`config.mk`:
```
export PLATFORM = sky130hd
export DESIGN_NAME = y1_match_arbiter_flat
export DESIGN_NICKNAME = d
export VERILOG_FILES = /design/src/rtl/y1_match_arbiter_if.sv /design/src/rtl/y1_match_arbiter.sv /design/src/flat_wrapper.sv
export SDC_FILE = /design/constraint.sdc
export NUM_CORES = 1
export LEC_CHECK = 0
export ABC_AREA = 1
export CAP_MARGIN = 20
export CORE_MARGIN = 2
export CORE_UTILIZATION = 50
export CTS_CLUSTER_SIZE = 20
export DETAILED_ROUTE_END_ITERATION = 7
export GPL_TIMING_DRIVEN = 0
export PLACE_DENSITY = 0.88
export REMOVE_ABC_BUFFERS = 1
export SYNTH_ARGS = -nofsm -noshare
export SYNTH_HDL_FRONTEND = slang
export SYNTH_SLANG_ARGS = --single-unit
```
`constraint.sdc`:
```
create_clock -name clk -period 9.6 [get_ports clk]
set_clock_uncertainty 0.1 [all_clocks]
set_input_delay 1.92 -clock clk [delete_from_list [all_inputs] [get_ports clk]]
set_output_delay 1.92 -clock clk [all_outputs]
set_load 0.005 [all_outputs]
```
`src/rtl/y1_match_arbiter_if.sv`:
```
// Request/result handshake bundle for the shared match unit.
// master = producers/consumer side, slave = arbiter side.
interface y1_match_arbiter_if;
  logic [3:0]  req_valid;
  logic [63:0] req_data;
  logic [3:0]  req_ready;
  logic        res_valid;
  logic        res_ready;
  logic        res_match;
  logic [1:0]  res_id;
  logic [15:0] res_data;

  modport master (
    output req_valid, req_data, res_ready,
    input  req_ready, res_valid, res_match, res_id, res_data
  );

  modport slave (
    input  req_valid, req_data, res_ready,
    output req_ready, res_valid, res_match, res_id, res_data
  );
endinterface

```
`src/rtl/y1_match_arbiter.sv`:
```
// Round-robin arbiter sharing one 16-input minterm detector among four
// requesters. One grant per cycle, registered tagged result, and
// per-requester saturating match counters for status readback.
module y1_match_arbiter #(
  parameter int CNT_W = 8
) (
  input  logic             clk,
  input  logic             rst_n,
  y1_match_arbiter_if.slave bus,
  input  logic [1:0]       cnt_sel,
  input  logic             cnt_clr,
  output logic [CNT_W-1:0] cnt_out
);

  localparam logic [CNT_W-1:0] CNT_MAX = {CNT_W{1'b1}};

  // Minterm: w2 & ~(w0&w1) & w3 & ~w4 & w5 & ~w6 & ~w7 & ~w8 & w9 & w10
  //          & ~w11 & ~w12 & ~w13 & w14 & ~w15
  function automatic logic match_fn(input logic [15:0] w);
    return w[2] & ~(w[0] & w[1]) & w[3] & ~w[4] & w[5] & ~w[6] & ~w[7] &
           ~w[8] & w[9] & w[10] & ~w[11] & ~w[12] & ~w[13] & w[14] & ~w[15];
  endfunction

  logic [1:0]       ptr_q, ptr_d;
  logic             res_valid_q, res_valid_d;
  logic             res_match_q, res_match_d;
  logic [1:0]       res_id_q, res_id_d;
  logic [15:0]      res_data_q, res_data_d;
  logic [CNT_W-1:0] cnt_q [4];
  logic [CNT_W-1:0] cnt_d [4];

  logic             accept;
  logic             found;
  logic [1:0]       gid;
  logic [1:0]       idx;
  logic [3:0]       grant;
  logic [15:0]      word;
  logic             word_match;

  assign accept = ~res_valid_q | bus.res_ready;

  // Search from ptr upward (mod 4) for the first valid requester.
  always_comb begin
    found = 1'b0;
    gid   = ptr_q;
    idx   = ptr_q;
    for (int k = 0; k < 4; k++) begin
      idx = ptr_q + 2'(k);
      if (!found && bus.req_valid[idx]) begin
        found = 1'b1;
        gid   = idx;
      end
    end
    grant = found ? (4'b0001 << gid) : 4'b0000;
  end

  assign word       = bus.req_data[{gid, 4'b0000} +: 16];
  assign word_match = match_fn(word);

  // Grant is only offered when the result slot can take a word; the reset
  // term keeps req_ready low while rst_n is held.
  assign bus.req_ready = (accept && rst_n) ? grant : 4'b0000;

  // Next-state for the result slot, pointer and counters.
  always_comb begin
    ptr_d       = ptr_q;
    res_valid_d = res_valid_q;
    res_match_d = res_match_q;
    res_id_d    = res_id_q;
    res_data_d  = res_data_q;
    for (int i = 0; i < 4; i++) cnt_d[i] = cnt_q[i];

    if (accept) begin
      if (found) begin
        res_valid_d = 1'b1;
        res_id_d    = gid;
        res_data_d  = word;
        res_match_d = word_match;
        ptr_d       = gid + 2'd1;
        if (word_match && cnt_q[gid] != CNT_MAX)
          cnt_d[gid] = cnt_q[gid] + CNT_W'(1);
      end else begin
        res_valid_d = 1'b0;
      end
    end

    // Clear overrides any increment from this cycle's grant.
    if (cnt_clr)
      for (int i = 0; i < 4; i++) cnt_d[i] = '0;
  end

  // State registers with asynchronous active-low reset.
  always_ff @(posedge clk or negedge rst_n) begin
    if (!rst_n) begin
      ptr_q       <= 2'd0;
      res_valid_q <= 1'b0;
      res_match_q <= 1'b0;
      res_id_q    <= 2'd0;
      res_data_q  <= 16'd0;
      for (int i = 0; i < 4; i++) cnt_q[i] <= '0;
    end else begin
      ptr_q       <= ptr_d;
      res_valid_q <= res_valid_d;
      res_match_q <= res_match_d;
      res_id_q    <= res_id_d;
      res_data_q  <= res_data_d;
      for (int i = 0; i < 4; i++) cnt_q[i] <= cnt_d[i];
    end
  end

  assign bus.res_valid = res_valid_q;
  assign bus.res_match = res_match_q;
  assign bus.res_id    = res_id_q;
  assign bus.res_data  = res_data_q;
  assign cnt_out       = cnt_q[cnt_sel];

endmodule
```
`src/flat_wrapper.sv`:
```
// flat-port wrapper written by rule: the top's interface ports become plain ports
module y1_match_arbiter_flat 
#(
  parameter int CNT_W = 8
)
  (clk, rst_n, cnt_sel, cnt_clr, cnt_out, bus_req_valid, bus_req_data, bus_res_ready, bus_req_ready, bus_res_valid, bus_res_match, bus_res_id, bus_res_data);
  y1_match_arbiter_if bus_i ();
  input  logic clk;
  input  logic rst_n;
  input  logic [1:0] cnt_sel;
  input  logic cnt_clr;
  output logic [CNT_W-1:0] cnt_out;
  input wire logic [$bits(bus_i.req_valid)-1:0] bus_req_valid;
  input wire logic [$bits(bus_i.req_data)-1:0] bus_req_data;
  input wire logic [$bits(bus_i.res_ready)-1:0] bus_res_ready;
  output wire logic [$bits(bus_i.req_ready)-1:0] bus_req_ready;
  output wire logic [$bits(bus_i.res_valid)-1:0] bus_res_valid;
  output wire logic [$bits(bus_i.res_match)-1:0] bus_res_match;
  output wire logic [$bits(bus_i.res_id)-1:0] bus_res_id;
  output wire logic [$bits(bus_i.res_data)-1:0] bus_res_data;
  assign bus_i.req_valid = bus_req_valid;
  assign bus_i.req_data = bus_req_data;
  assign bus_i.res_ready = bus_res_ready;
  assign bus_req_ready = bus_i.req_ready;
  assign bus_res_valid = bus_i.res_valid;
  assign bus_res_match = bus_i.res_match;
  assign bus_res_id = bus_i.res_id;
  assign bus_res_data = bus_i.res_data;
  y1_match_arbiter #(.CNT_W(CNT_W)) u_core (.clk(clk), .rst_n(rst_n), .bus(bus_i), .cnt_sel(cnt_sel), .cnt_clr(cnt_clr), .cnt_out(cnt_out));
endmodule
```
# ---- Word-level counts from Yosys, hierarchy flattened
# Index checks and enable logic that the tools add are counted.
# W data, S select, Z words.
dict set report totals {
  output_inout_bits 32
  ff_bits 54
  word_cells 97
  in_bits 74
}
dict set report op_classes {
  add_sub_neg 5
  order_cmp 7
  mux 31
  bitwise 28
  n_reduce_logical 14
  eq_ne 1
  shifts 2
}
# operator n
set ops {}
lappend ops {{$mux W32} 4}
lappend ops {{$shiftx A64 B7 Y16} 1}
lappend ops {{$mux W8} 5}
lappend ops {{$bmux W8 S2} 2}
lappend ops {{$bwmux W32} 1}
lappend ops {{$demux W8 S2} 1}
lappend ops {{$and A1 B1 Y1} 15}
lappend ops {{$lt A2 B3 Y1 const B} 4}
lappend ops {{$not A1 Y1} 10}
lappend ops {{$mux W1} 9}
lappend ops {{$add A8 B1 Y8 const B} 1}
lappend ops {{$bmux W1 S2} 4}
lappend ops {{$mux W4} 2}
lappend ops {{$ne A8 B8 Y1 const B} 1}
lappend ops {{$ge A3 B3 Y1 const B} 2}
lappend ops {{$logic_and A1 B1 Y1} 6}
lappend ops {{$mux W2} 3}
lappend ops {{$not A2 Y3} 2}
lappend ops {{$reduce_bool A2 Y1} 3}
lappend ops {{$add A2 B1 Y2 const B} 2}
lappend ops {{$add A2 B2 Y2 const B} 2}
lappend ops {{$shl A1 B2 Y4 const A} 1}
lappend ops {{$logic_not A1 Y1} 3}
lappend ops {{$lt A3 B1 Y1 const B} 1}
lappend ops {{other kinds (3)} 3}

# ---- Depth between registers and ports, before layout
dict set report depth {
  ltp_word 34
  ltp_mapped 27
  depth_no_buf 24
}

# ---- Least setup slack after synthesis
# No wires, ideal clock.
dict set report synth_path {
  kind {input-to-output}
  from {in bus_req_valid[1]}
  to {out bus_req_ready[2]}
  arrival_time_ps 3361
  path_stages 12
  slack_ps 4219
  required_ps 7580
  n_path_buf 2
  path_cell_list {inv_1 -> nand2_1 -> nand3_1 -> nand2_1 -> nor2_4 -> nand4_1 -> nand2_2 -> buf_6 -> buf_2 -> ha_1 -> inv_1 -> nor3_1}
}
dict set report synth_between {
  elab_chain_len 15
  elab_cells_between_ends 24
  classes_between {shift (1); mux (17); reduce/logical (6)}
}
# item line_no
set synth_rtl {}
lappend synth_rtl {{start: declaration} flat_wrapper.sv:13} ;# input wire logic [$bits(bus_i.req_valid)-1:0] bus_req_valid;
lappend synth_rtl {{$bmux W1 S2} y1_match_arbiter.sv:49} ;# if (!found && bus.req_valid[idx]) begin
lappend synth_rtl {{$mux W1 (implied by the code)} y1_match_arbiter.sv:49}
lappend synth_rtl {{$mux W1} y1_match_arbiter.sv:49}
lappend synth_rtl {{$logic_not A1 Y1} y1_match_arbiter.sv:49}
lappend synth_rtl {{$logic_and A1 B1 Y1} y1_match_arbiter.sv:49}
lappend synth_rtl {{$mux W1} y1_match_arbiter.sv:49}
lappend synth_rtl {{$logic_not A1 Y1} y1_match_arbiter.sv:49}
lappend synth_rtl {{$logic_and A1 B1 Y1} y1_match_arbiter.sv:49}
lappend synth_rtl {{$mux W1} y1_match_arbiter.sv:49}
lappend synth_rtl {{$logic_not A1 Y1} y1_match_arbiter.sv:49}
lappend synth_rtl {{$logic_and A1 B1 Y1} y1_match_arbiter.sv:49}
lappend synth_rtl {{$mux W2} y1_match_arbiter.sv:49}
lappend synth_rtl {{$shl A1 B2 Y4} y1_match_arbiter.sv:54} ;# grant = found ? (4'b0001 << gid) : 4'b0000;
lappend synth_rtl {{$mux W4 *} y1_match_arbiter.sv:54}
lappend synth_rtl {{$mux W4 *} y1_match_arbiter.sv:62} ;# assign bus.req_ready = (accept && rst_n) ? grant : 4'b0000;
lappend synth_rtl {{end: declaration} flat_wrapper.sv:16} ;# output wire logic [$bits(bus_i.req_ready)-1:0] bus_req_ready;
# Every way passes the cells marked *; elsewhere a longest branch is shown, timed or not. The select of a mux whose other input is x is not followed.

# ---- Worst setup path after layout
dict set report layout_path {
  from {in bus_req_valid[2]}
  to {out bus_req_ready[1]}
}
# Same word-level chain as after synthesis.

==> metrics.yaml <==
final_layout:
  fin_area_sq_mm: 0.00525
  fillerInstances: 663
  ff_latch_area_sq_mm: 0.00135
  drive_gt1_share_pct: 5.52
  syn2layout_area_growth_pct: 28.4
  layout.cells.non_filler: 827
  num-nets-final: 803
  antennaDiodeCount: 0
  multi_input_area_sq_mm: 0.00236
worst_setup_path:
  r2r_slack_ps: 3770
  cp-start-kind: "input pin"
  endpoint_kind: "output pin"
  worstSetupPathType: "input pin to output pin"
  cp_cell_sequence: "clkdlybuf4s50_1, inv_1, nand2_1, nand2_1, o21ai_1, nand4_1, nand2_2, inv_2, ha_1, inv_1, nor3_1, clkdlybuf4s50_1"
  cp_slowest_stage_delay_ps: 1160
  critPathMaxFanout: 57
  crit_arrival_ps: 6340
  crit_family: "simple AND/OR/NAND/NOR gates"
  cp_slowest_cell: "nand2_2"
  cp.required_ps: 7580
  cp_num_buf_inv: 5
power:
  total_leakage_power_nw: 2.62
  power.switching_mw: 1.11
  power_mw: 1.94
  p_comb_share_pct: 74.2
  p_seq_share_pct: 16.0
  switching_share_pct: 57.1
  clockPowerShare_pct: 9.8
  peakVddDrop_v: 0.000309
  internal-power_mw: 0.834
  power_density_mw_per_mm2: 370
yosys:
  synthSimpleGateAreaFrac_pct: 48.8
  synthXorXnorAreaFrac_pct: 0.214
  yosysSeqAreaShare_pct: 33.1
  synth_seq_cells: 54
  synth_cell_types: 31
  synth_area_per_cell_sq_um: 6.39
  synth-adder-area-share_pct: 1.53
  yosysWarnings: 0
  syn_area_sq_mm: 0.00409
  synth_mux_area_share_pct: 0
  synth_compound_area_share_pct: 7.17
  syn_inst: 639
  synth_top_family_by_area: "simple AND/OR/NAND/NOR gates"
drt:
  wl_per_cell_um: 15.5
  drc: 0
  drt.antenna.violating_nets: 0
  dr.pass1.iters: 5
  vias: 4645
  first_iter_violations: 232
  via_per_inst: 5.62
  finalWirelength_mm: 12.8
sta:
  finalMaxSlewViolations: 0
  setup_viol: 0
  min_period_over_period_pct: 87.1
  fmax_ghz: 0.120
  slew_headroom_pct: 27.4
  worst_pin_slew_ps: 1090
  rsz0062_at_grt: "no"
  finalHoldViolCount: 0
  setup_ws_ps: 1240
  tns_ps: 0
  period_minus_slack_ps: 8360
global_routing:
  overflow: 0
  grt_pass1_wl_mm: 20.3
  grt_max_degree: 58
  grtUsageTotal_pct: 28.9
  grt_pass1_vias: 4408
  antenna_found_initial: 0
place:
  dpl.hpwl_mm: 8.92
  place.gp.congestion: 0.989
  placed_cells: 819
  portBuffers: 105
  dpl_worst_slack_ps: 1250
  placed_area_sq_mm: 0.00510
cts:
  h-tree-depth: 2
  cts.clk_slew.worst_paths_ps: 100
  clk_latency_ps: 320
  cts_buffers: 5
  cts_tree: "built"
  post_cts_resized: 0
  root_buffer: "clkbuf_8"
  postCtsSetupRepairBufs: 0
  cts.path.max_buffers: 2
  hold_buffers: 0
  clock_sinks: 54
worst_hold_path:
  hp-class: "flop to flop"
floorplan:
  die_w_um: 94.4
  core_sq_mm: 0.00781
  ioPinCount: 106
  initial_core_util_pct: 52.3
  std_cell_rows: 32
  die_area_sq_mm: 0.00891
  die_h_um: 94.4
job:
  cap_violations: 0
outcome:
  status: "complete, no violations"
[layout make-up]
class	instances	share of cell area (%)
multi-input combinational	505	44.9
sequential	54	25.8
timing repair buffer	107	20.5
inverter	51	3.65
tap	102	2.43
clock buffer	6	1.57
clock inverter	2	1.14
[power groups by stage]
stage          sequential (mW)  clock [mW]  combinational (mW)
3_3_place_gp             0.313           0                1.38
2_1_floorplan            0.313           0               0.951
4_1_cts                  0.311       0.193                1.44
5_1_grt                  0.316       0.201                1.61
6_report                 0.311       0.191                1.44
3_5_place_dp             0.315           0                1.43
[Yosys cell counts, drive strengths merged]
cell    number  area share (%)
dfrtp       54              33
o22ai        6            0.92
inv         51             4.7
o21bai       1            0.18
nand3b       3            0.55
ha           5             1.5
nor3         5            0.61
xor2         1            0.21
nor2        48             5.4
buf         18             3.6
clkbuf      11             1.0
o211ai       3            0.55
nand2      243              23
o21ai       31             3.9
nor4         1            0.15
or2          3            0.46
a31oi        5            0.77
a21oi        7            0.86
nand4        7             1.7
nand3      136              17
[worst register-to-register path, cell delays in order (launching register included)]
cell	delay (ps)
dfrtp_1	630
inv_2	210
nand2_1	120
nand2_2	90
o21ai_1	270
nand4_1	750
nand2_2	1160
inv_2	510
nand2_1	170
nand2_1	60
nand2_1	60
nand2_1	150
ha_1	270
nand3_1	120
nor2_1	80
nand3_2	130
inv_2	80
nor2_4	480
nand3_1	190
nand2_1	120
[flip-flops by register name, summed over array words and instances (netlist names)]
signal and cells:
u_core.cnt_q 32, u_core.ptr_q 2, u_core.bus.res_match 1, u_core.bus.res_id 2, u_core.bus.res_data 16, u_core.bus.res_valid 1
[worst paths after layout]
path,start,to,depth (start not counted)
max,bus_req_valid[2],bus_req_ready[1],12
min,u_core.bus.res_data[8]$_DFFE_PN0P_,u_core.bus.res_data[8]$_DFFE_PN0P_,2
max reg2reg,u_core.ptr_q[0]$_DFFE_PN0P_,u_core.cnt_q[0]$_DFFE_PN0P_,19
min reg2reg,u_core.bus.res_data[8]$_DFFE_PN0P_,u_core.bus.res_data[8]$_DFFE_PN0P_,2
max in group asynchronous,rst_n,u_core.bus.res_data[15]$_DFFE_PN0P_,2
min in group asynchronous,rst_n,u_core.cnt_q[19]$_DFFE_PN0P_,1
[stage by stage]
| stage | utilization, % | hold WS (ps) |
|---|---|---|
| finish | 67.2 | 393 |
| floorplan | - | 371 |
| detailed placement | 65.4 | 372 |
| global route | 67.2 | 429 |
| global placement | 65.0 | 367 |
| CTS | 67.2 | 398 |
[layout by cell type, fill, tap and decap left out, types with 2 or more instances in the layout]
master and count:
clkdlybuf4s50_1 104, nor3_1 5, o21ai_0 29, o22ai_1 6
nand2_2 9, nand3_2 3, nor2_1 42, nand3_1 133
nand4_1 3, nor2_4 5, a21oi_1 7, nand4_2 4
nand3b_1 3, ha_1 5, inv_2 5, a31oi_1 5
clkbuf_8 6, bufinv_16 2, o211ai_1 3, or2_1 2
nand2_1 234, inv_1 46, dfrtp_1 54
[routing by layer]
metal  vias to the layer above  share of wire [%]  global-route usage [%]
met2                       244                 49                    53.0
met1                      2122                 39                    33.3
met3                        23                 10                    5.35
met5                         -                  0                       0
li1                       2256                  -                       -
met4                         0                1.8                    10.7
[logic make-up (layout without fill, tap and decap cells)]
family	after synthesis	in the layout
fa+ha+maj	5	5
flops	54	54
compound gates	53	53
buf+inv	80	166
xor+xnor	1	1
simple gates	446	446
No activity file was read; power rests on OpenSTA's default activity.
